[config.mk]
export PLATFORM = sky130hd
export DESIGN_NAME = imm_decode_stage
export DESIGN_NICKNAME = d
export VERILOG_FILES = /design/src/rtl/imm_decode_stage.sv
export SDC_FILE = /design/constraint.sdc
export NUM_CORES = 1
export LEC_CHECK = 0
export BUFFER_PORTS_ARGS = -buffer_cell sky130_fd_sc_hd__buf_2
export CAP_MARGIN = 20
export CORE_UTILIZATION = 48
export CTS_BUF_LIST = sky130_fd_sc_hd__clkbuf_2 sky130_fd_sc_hd__clkbuf_4 sky130_fd_sc_hd__clkbuf_8
export CTS_CLUSTER_DIAMETER = 30
export DETAILED_ROUTE_END_ITERATION = 16
export PLACE_DENSITY = 0.7
export SYNTH_ARGS = -nofsm -noshare
export SYNTH_HDL_FRONTEND = slang
export SYNTH_SLANG_ARGS = --single-unit
[constraint.sdc]
create_clock -name clk -period 2.5 [get_ports clk]
set_input_delay 0.25 -clock clk [delete_from_list [all_inputs] [get_ports clk]]
set_output_delay 0.25 -clock clk [all_outputs]
set_load 0.02 [all_outputs]
[src/rtl/imm_decode_stage.sv]
// imm_decode_stage: RV32I immediate decode with a 2-entry output FIFO.
//
// Each accepted instruction is classified by opcode into a format code and its
// immediate is built and sign-extended. The decoded entry {inst, pc, imm, fmt}
// is then written into a 2-deep in-order FIFO.
//
// Format codes: R=0, I=1, S=2, B=3, U=4, J=5, unknown opcode=7.
//
// Optional feature macro: IMM_ILLEGAL_DET_EN
//   Adds the out_illegal port. It flags unknown opcodes and SYSTEM encodings
//   with funct3 == 4, which is not a CSR variant.
//
// Ports:
//   clk         in   single clock, all state on rising edge
//   reset_n     in   asynchronous active-low reset
//   in_valid    in   fetched instruction offered
//   in_ready    out  stage can accept (registered state only)
//   in_inst     in   raw RV32I instruction
//   in_pc       in   instruction PC
//   kill        in   synchronous flush; empties the FIFO and drops push/pop
//   out_valid   out  decoded entry available
//   out_ready   in   downstream accepts
//   out_inst    out  instruction of head entry (0 when empty)
//   out_pc      out  PC of head entry (0 when empty)
//   out_imm     out  sign-extended immediate of head entry (0 when empty)
//   out_fmt     out  format code of head entry (0 when empty)
//   out_illegal out  head is illegal (IMM_ILLEGAL_DET_EN only)
module imm_decode_stage #(
  parameter int INST_LEN = 32,
  parameter int REG_LEN  = 32,
  parameter int ADDR_LEN = 32
) (
  input  logic                clk,
  input  logic                reset_n,
  input  logic                in_valid,
  output logic                in_ready,
  input  logic [INST_LEN-1:0] in_inst,
  input  logic [ADDR_LEN-1:0] in_pc,
  input  logic                kill,
  output logic                out_valid,
  input  logic                out_ready,
  output logic [INST_LEN-1:0] out_inst,
  output logic [ADDR_LEN-1:0] out_pc,
  output logic [REG_LEN-1:0]  out_imm,
`ifdef IMM_ILLEGAL_DET_EN
  output logic                out_illegal,
`endif
  output logic [2:0]          out_fmt
);

  localparam logic [2:0] FmtR   = 3'd0;
  localparam logic [2:0] FmtI   = 3'd1;
  localparam logic [2:0] FmtS   = 3'd2;
  localparam logic [2:0] FmtB   = 3'd3;
  localparam logic [2:0] FmtU   = 3'd4;
  localparam logic [2:0] FmtJ   = 3'd5;
  localparam logic [2:0] FmtBad = 3'd7;

  localparam logic [6:0] OpLoad   = 7'b0000011;
  localparam logic [6:0] OpImm    = 7'b0010011;
  localparam logic [6:0] OpJalr   = 7'b1100111;
  localparam logic [6:0] OpFence  = 7'b0001111;
  localparam logic [6:0] OpSystem = 7'b1110011;
  localparam logic [6:0] OpStore  = 7'b0100011;
  localparam logic [6:0] OpBranch = 7'b1100011;
  localparam logic [6:0] OpLui    = 7'b0110111;
  localparam logic [6:0] OpAuipc  = 7'b0010111;
  localparam logic [6:0] OpJal    = 7'b1101111;
  localparam logic [6:0] OpReg    = 7'b0110011;

  // ---------------------------------------------------------------------------
  // Decode (combinational, ahead of the FIFO write)
  // ---------------------------------------------------------------------------
  logic [6:0]  w_opcode;
  logic [31:0] w_ins;
  logic [31:0] w_imm32;
  logic [2:0]  w_fmt;

  assign w_ins    = 32'(in_inst);
  assign w_opcode = w_ins[6:0];

  always_comb begin
    w_fmt   = FmtBad;
    w_imm32 = 32'd0;
    case (w_opcode)
      OpLoad, OpImm, OpJalr, OpFence, OpSystem: begin
        w_fmt   = FmtI;
        w_imm32 = {{20{w_ins[31]}}, w_ins[31:20]};
      end
      OpStore: begin
        w_fmt   = FmtS;
        w_imm32 = {{20{w_ins[31]}}, w_ins[31:25], w_ins[11:7]};
      end
      OpBranch: begin
        w_fmt   = FmtB;
        w_imm32 = {{19{w_ins[31]}}, w_ins[31], w_ins[7], w_ins[30:25], w_ins[11:8], 1'b0};
      end
      OpLui, OpAuipc: begin
        w_fmt   = FmtU;
        w_imm32 = {w_ins[31:12], 12'd0};
      end
      OpJal: begin
        w_fmt   = FmtJ;
        w_imm32 = {{11{w_ins[31]}}, w_ins[31], w_ins[19:12], w_ins[20], w_ins[30:21], 1'b0};
      end
      OpReg: begin
        w_fmt   = FmtR;
        w_imm32 = 32'd0;
      end
      default: begin
        w_fmt   = FmtBad;
        w_imm32 = 32'd0;
      end
    endcase
  end

`ifdef IMM_ILLEGAL_DET_EN
  logic w_illegal;
  // SYSTEM funct3 == 4 is the only non-ECALL/EBREAK, non-CSR encoding.
  assign w_illegal = (w_fmt == FmtBad) || ((w_opcode == OpSystem) && (w_ins[14:12] == 3'd4));
`endif

  // ---------------------------------------------------------------------------
  // 2-entry FIFO
  // ---------------------------------------------------------------------------
  logic [INST_LEN-1:0] r_inst [2];
  logic [ADDR_LEN-1:0] r_pc   [2];
  logic [REG_LEN-1:0]  r_imm  [2];
  logic [2:0]          r_fmt  [2];
`ifdef IMM_ILLEGAL_DET_EN
  logic                r_illegal [2];
`endif
  logic                r_wr_ptr;
  logic                r_rd_ptr;
  logic [1:0]          r_count;
  // Held low through reset so in_ready rises only on the first edge after it.
  logic                r_alive;

  logic w_push;
  logic w_pop;
  logic w_nonempty;

  assign w_nonempty = (r_count != 2'd0);
  assign in_ready   = r_alive && (r_count != 2'd2);
  assign out_valid  = w_nonempty;
  assign w_push     = in_valid && in_ready;
  assign w_pop      = w_nonempty && out_ready;

  always_ff @(posedge clk or negedge reset_n) begin
    if (!reset_n) begin
      for (int i = 0; i < 2; i++) begin
        r_inst[i] <= '0;
        r_pc[i]   <= '0;
        r_imm[i]  <= '0;
        r_fmt[i]  <= '0;
`ifdef IMM_ILLEGAL_DET_EN
        r_illegal[i] <= 1'b0;
`endif
      end
      r_wr_ptr <= 1'b0;
      r_rd_ptr <= 1'b0;
      r_count  <= 2'd0;
      r_alive  <= 1'b0;
    end else begin
      r_alive <= 1'b1;
      if (kill) begin
        r_wr_ptr <= 1'b0;
        r_rd_ptr <= 1'b0;
        r_count  <= 2'd0;
      end else begin
        if (w_push) begin
          r_inst[r_wr_ptr] <= in_inst;
          r_pc[r_wr_ptr]   <= in_pc;
          r_imm[r_wr_ptr]  <= REG_LEN'(w_imm32);
          r_fmt[r_wr_ptr]  <= w_fmt;
`ifdef IMM_ILLEGAL_DET_EN
          r_illegal[r_wr_ptr] <= w_illegal;
`endif
          r_wr_ptr <= ~r_wr_ptr;
        end
        if (w_pop) begin
          r_rd_ptr <= ~r_rd_ptr;
        end
        case ({w_push, w_pop})
          2'b10:   r_count <= r_count + 2'd1;
          2'b01:   r_count <= r_count - 2'd1;
          default: r_count <= r_count;
        endcase
      end
    end
  end

  // Outputs are forced to zero while empty so stale entries never leak.
  always_comb begin
    out_inst = '0;
    out_pc   = '0;
    out_imm  = '0;
    out_fmt  = '0;
`ifdef IMM_ILLEGAL_DET_EN
    out_illegal = 1'b0;
`endif
    if (w_nonempty) begin
      out_inst = r_inst[r_rd_ptr];
      out_pc   = r_pc[r_rd_ptr];
      out_imm  = r_imm[r_rd_ptr];
      out_fmt  = r_fmt[r_rd_ptr];
`ifdef IMM_ILLEGAL_DET_EN
      out_illegal = r_illegal[r_rd_ptr];
`endif
    end
  end

endmodule

# After elaboration in Yosys (flattened, before gate mapping)
# Index checks and enable logic that the tools add are counted.
[totals] inputBits=69 word_cells=79 register_bits=203
[classes] n_mux=32 reduce_logical=11 bitwise_logic=5 n_eq_ne=14 n_lt_le_gt_ge=3 addsub=2
[op_table] operator="$mux W32" n=13
[op_table] operator="$bwmux W64" n=3
[op_table] operator="$pmux W32 S5" n=1
[op_table] operator="$demux W32 S1" n=1
[op_table] operator="$eq A7 B7 Y1 const B" n=4
[op_table] operator="$eq A7 B6 Y1 const B" n=3
[op_table] operator="$pmux W3 S6" n=1
[op_table] operator="$mux W3" n=5
[op_table] operator="$eq A7 B5 Y1 const B" n=2
[op_table] operator="$eq A7 B2 Y1 const B" n=1
[op_table] operator="$eq A7 B4 Y1 const B" n=1
[op_table] operator="$bwmux W6" n=1
[op_table] operator="$reduce_bool A2 Y1" n=3
[op_table] operator="$reduce_or A5 Y1" n=1
[op_table] operator="$ge A2 B2 Y1 const B" n=2
[op_table] operator="$logic_and A1 B1 Y1" n=4
[op_table] operator="$mux W1" n=4
[op_table] operator="$not A1 Y2" n=2
[op_table] operator="$pmux W2 S2" n=1
[op_table] operator="$demux W3 S1" n=1
[op_table] operator="$not A1 Y1" n=3
[op_table] operator="$reduce_bool A3 Y1" n=1
[op_table] operator="$add A2 B1 Y2 const B" n=1
[op_table] operator="$eq A2 B1 Y1 const B" n=1
[op_table] operator="7 further kinds" n=7

# Depth between registers and ports, before layout
[depth] ltp_word=6 ltp_mapped=7 ltp_nobuf=5

# Worst setup path before layout
# OpenSTA, ideal clock, no wires.
[synth_path] path_type="register to output" startpoint="reg r_count[0]" endpoint="out out_inst[21]" path_stages_with_launch=5 t_arrival_ns=1.442 setup_slack_ns=0.808 cell_sequence="dfrtp_1 -> nor2_1 -> buf_2 -> buf_1 -> nor2_1"
[synth_between] elab_chain_cells=2
[synth_rtl] element="from (decl)" line="135" rtl="logic [1:0] r_count;"
[synth_rtl] element="from (signal assigned)" line="185" rtl="2'b10: r_count <= r_count + 2'd1;"
[synth_rtl] element="from (signal assigned)" line="186" rtl="2'b01: r_count <= r_count - 2'd1;"
[synth_rtl] element="from (signal assigned)" line="187" rtl="default: r_count <= r_count;"
[synth_rtl] element="$reduce_bool A2 Y1" line="143" rtl="assign w_nonempty = (r_count != 2'd0);"
[synth_rtl] element="$mux W32" line="202" rtl="if (w_nonempty) begin"
[synth_rtl] element="to (decl)" line="42" rtl="output logic [INST_LEN-1:0] out_inst,"
# Every way passes these cells.

# Final worst setup path
[layout_path] startpoint="reg r_count[0]" endpoint="out out_imm[4]"
[layout_between] elab_chain_cells=2
[layout_rtl] element="$reduce_bool A2 Y1" line="143"
[layout_rtl] element="$mux W32" line="202"
[layout_rtl] element="to (decl)" line="44" rtl="output logic [REG_LEN-1:0] out_imm,"
# Every way passes these cells.

==> qor.csv <==
metric;value;unit
nNetsFinal;1374;
gr-usage-all-layers;0.244;
synthFlopType;dfrtp_1;
diodes;0;
ff2ff_path_depth;4;
finalSetupViolCount;0;
port-buffer-count;169;
rr_startpoint;r_count[0]$_DFFE_PN0P_;
vias_per_cell;5.21;
regToRegSetupSlack;0.39;ns
path_clk_slew;0.05;ns
cp.required;2.25;ns
rows;52;
die_w;146;um
ctsRootBufferMaster;clkbuf_8;
syn_area;9940;sq um
worst_pin_slew;1.11;ns
yosysWarnings;0;
crit_end;out_imm[4];
coreArea;20200;sq um
hpwlAfterDp;15600;um
final_cells;1606;
p_total;0.0101;W
leakagePower;6.49;nW
antenna_found_initial;0;
die-area;21300;sq um
drtPass1Iterations;5;
area_delta_synth_final;26.8;%
grt_max_degree;75;
max-cap-violations;0;
layout-drive-gt1-share;0.216;
synth_fp_nets;1165;
finalCritPeriodShare;0.926;
rsz0062_at_grt;no;
r2r_end;r_fmt[0]$_DFFE_PN0P_;
drt_iter0_drc;793;
initial_core_util;0.491;
slew_violations;0;
post_dp_cell_area;11000;sq um
dp_cells;1472;
setup_tns;0;ns
max-clock-path-buffers;3;
ys_seq_elements;203;
layout_setup_ws;0.186;ns
crit_fanout;59;
worst_setup_path_start_kind;flip-flop;
cp.arrival;2.06;ns
cp-startpoint;r_count[0]$_DFFE_PN0P_;
cpPeakStageDelay;0.53;ns
crit_path_end_kind;primary output;
async_reset_ff_frac;1.00;
period_needed;2.31;ns
clock_sinks;203;
grt-ovfl-total;0;
status;finished clean;
cts_tree;built;
grt_pass1_wl;42100;um
max_freq;432;MHz
num_vias;8363;
relSlewSlack;0.255;
crit_chain;nor2_4 -> buf_4 -> nor2_1 -> buf_2;
hold_viol;0;
vdd_ir_drop_max;0.569;mV
place.gp.congestion;0.814;
ys_types;58;
cts_buffers;43;
synthCells;1096;
synth_edf_count;0;
cts.repair.resized;0;
crit_type;reg2out;
place_ws;0.368;ns
stdcell_area;12600;sq um
slowest_stage;buf_4;
die_h;146;um
grt_pass1_vias;8153;
syn_area_per_cell;9.07;sq um
wire_per_inst;15.9;um
clk_latency;0.53;ns
io_pins;170;
ant_nets;0;
hp-class;in2reg;
worst_clock_skew;0.0153;ns
h-tree-depth;2;
powerDensity;802;nW/um^2
ys_seq_area_frac;0.511;
wl;25500;um
drc_errors;0;
synthesized netlist by cell type, drive strengths merged (3+ instances only):
library cell | number | area (sq um)
a211o | 24 | 211
a211oi | 3 | 47.6
a21oi | 6 | 41.3
a221o | 8 | 80.1
a22o | 12 | 105
a31oi | 20 | 125
and3 | 27 | 169
buf | 60 | 330
clkbuf | 19 | 71.3
dfrtp | 203 | 5080
mux2 | 4 | 45.0
mux2i | 103 | 1030
nand2 | 404 | 1520
nand2b | 5 | 31.3
nand3 | 10 | 60.1
nand3b | 3 | 22.5
nand4b | 5 | 43.8
nor2 | 130 | 488
nor2b | 3 | 18.8
nor3 | 3 | 37.5
nor3b | 3 | 27.5
o21ai | 7 | 38.8
o31ai | 3 | 22.5
xor2 | 3 | 26.3
critical path: cells and delay by family (launching register included):
| family | cells | cell delay (ns) |
|---|---|---|
| buf+inv | 2 | 0.74 |
| flops | 1 | 0.44 |
| simple gates | 2 | 0.34 |
through the flow:
step / hold slack (ns) / util
after CTS: 0.00284 / 0.623
after global placement: 0.277 / 0.542
final: 0.0438 / 0.623
after global routing: 0.0174 / 0.623
after floorplan: -0.0456 / -
after detailed placement: 0.279 / 0.542
sequential cells by signal, indices dropped and copies added (netlist names):
| signal | flops |
|---|---|
| r_pc | 64 |
| r_alive | 1 |
| r_wr_ptr | 1 |
| r_rd_ptr | 1 |
| r_count | 2 |
| r_imm | 64 |
| r_fmt | 6 |
| r_inst | 64 |
cells in the final DEF (no fill, tap or decap), drive strengths merged, types with 7 or more instances in the layout:
| cell | count |
|---|---|
| a211o | 24 |
| and3 | 27 |
| bufinv | 7 |
| a221o | 8 |
| nand2 | 404 |
| mux2i | 103 |
| clkbuf | 59 |
| nand3 | 10 |
| a31oi | 20 |
| dfrtp | 203 |
| a22o | 12 |
| nor2 | 130 |
| dlygate4sd3 | 58 |
| buf | 184 |
| o21ai | 7 |
| clkinv | 7 |
cell families after synthesis:
| logic type | count (synthesis) | share of synthesized area |
|---|---|---|
| other | 1 | 0.000377 |
| flip-flops | 203 | 0.511 |
| AO/OA/AOI/OAI | 93 | 0.0798 |
| XOR/XNOR | 4 | 0.00353 |
| buffers and inverters | 80 | 0.0408 |
| AND/OR/NAND/NOR | 608 | 0.256 |
| multiplexers | 107 | 0.109 |
worst min-delay path by stage:
stage	from	to	cells after the start
after global placement	reset_n	r_pc[47]$_DFFE_PN0P_	1
after global routing	in_inst[1]	r_inst[1]$_DFFE_PN0P_	3
after floorplan	reset_n	r_alive$_DFF_PN0_	0
after detailed placement	reset_n	r_pc[47]$_DFFE_PN0P_	1
after CTS	in_inst[1]	r_inst[33]$_DFFE_PN0P_	3
final	in_inst[1]	r_inst[33]$_DFFE_PN0P_	3
routing by layer:
metal / share of wire / vias up / GRT usage
met2: 0.47 / 234 / 0.393
met1: 0.46 / 4043 / 0.342
met4: 0.018 / 0 / 0.0684
met3: 0.054 / 40 / 0.0401
li1: - / 4046 / -
met5: 0 / - / 0
report_power, final:
part	switching (W)	leakage (nW)	internal, W	total (W)
Sequential	0.000339	2.61	0.00393	0.00427
Combinational	0.000954	3.35	0.000681	0.00164
Clock	0.00149	0.529	0.00271	0.00419
repair_timing:
item | CTS | global route
hold endpoints to repair | 178 | 0
hold buffers | 58 | 0
buffers inserted | 0 | 0
layout make-up:
type,instances,area (sq um)
well taps,270,338
flip-flops and latches,203,5080
clock buffers,58,761
inverters,1,3.75
clock inverters,18,279
multi-input cells,813,4490
fillers,1713,7640
repair buffers,243,1640
Power figures use the tool's default switching activity.
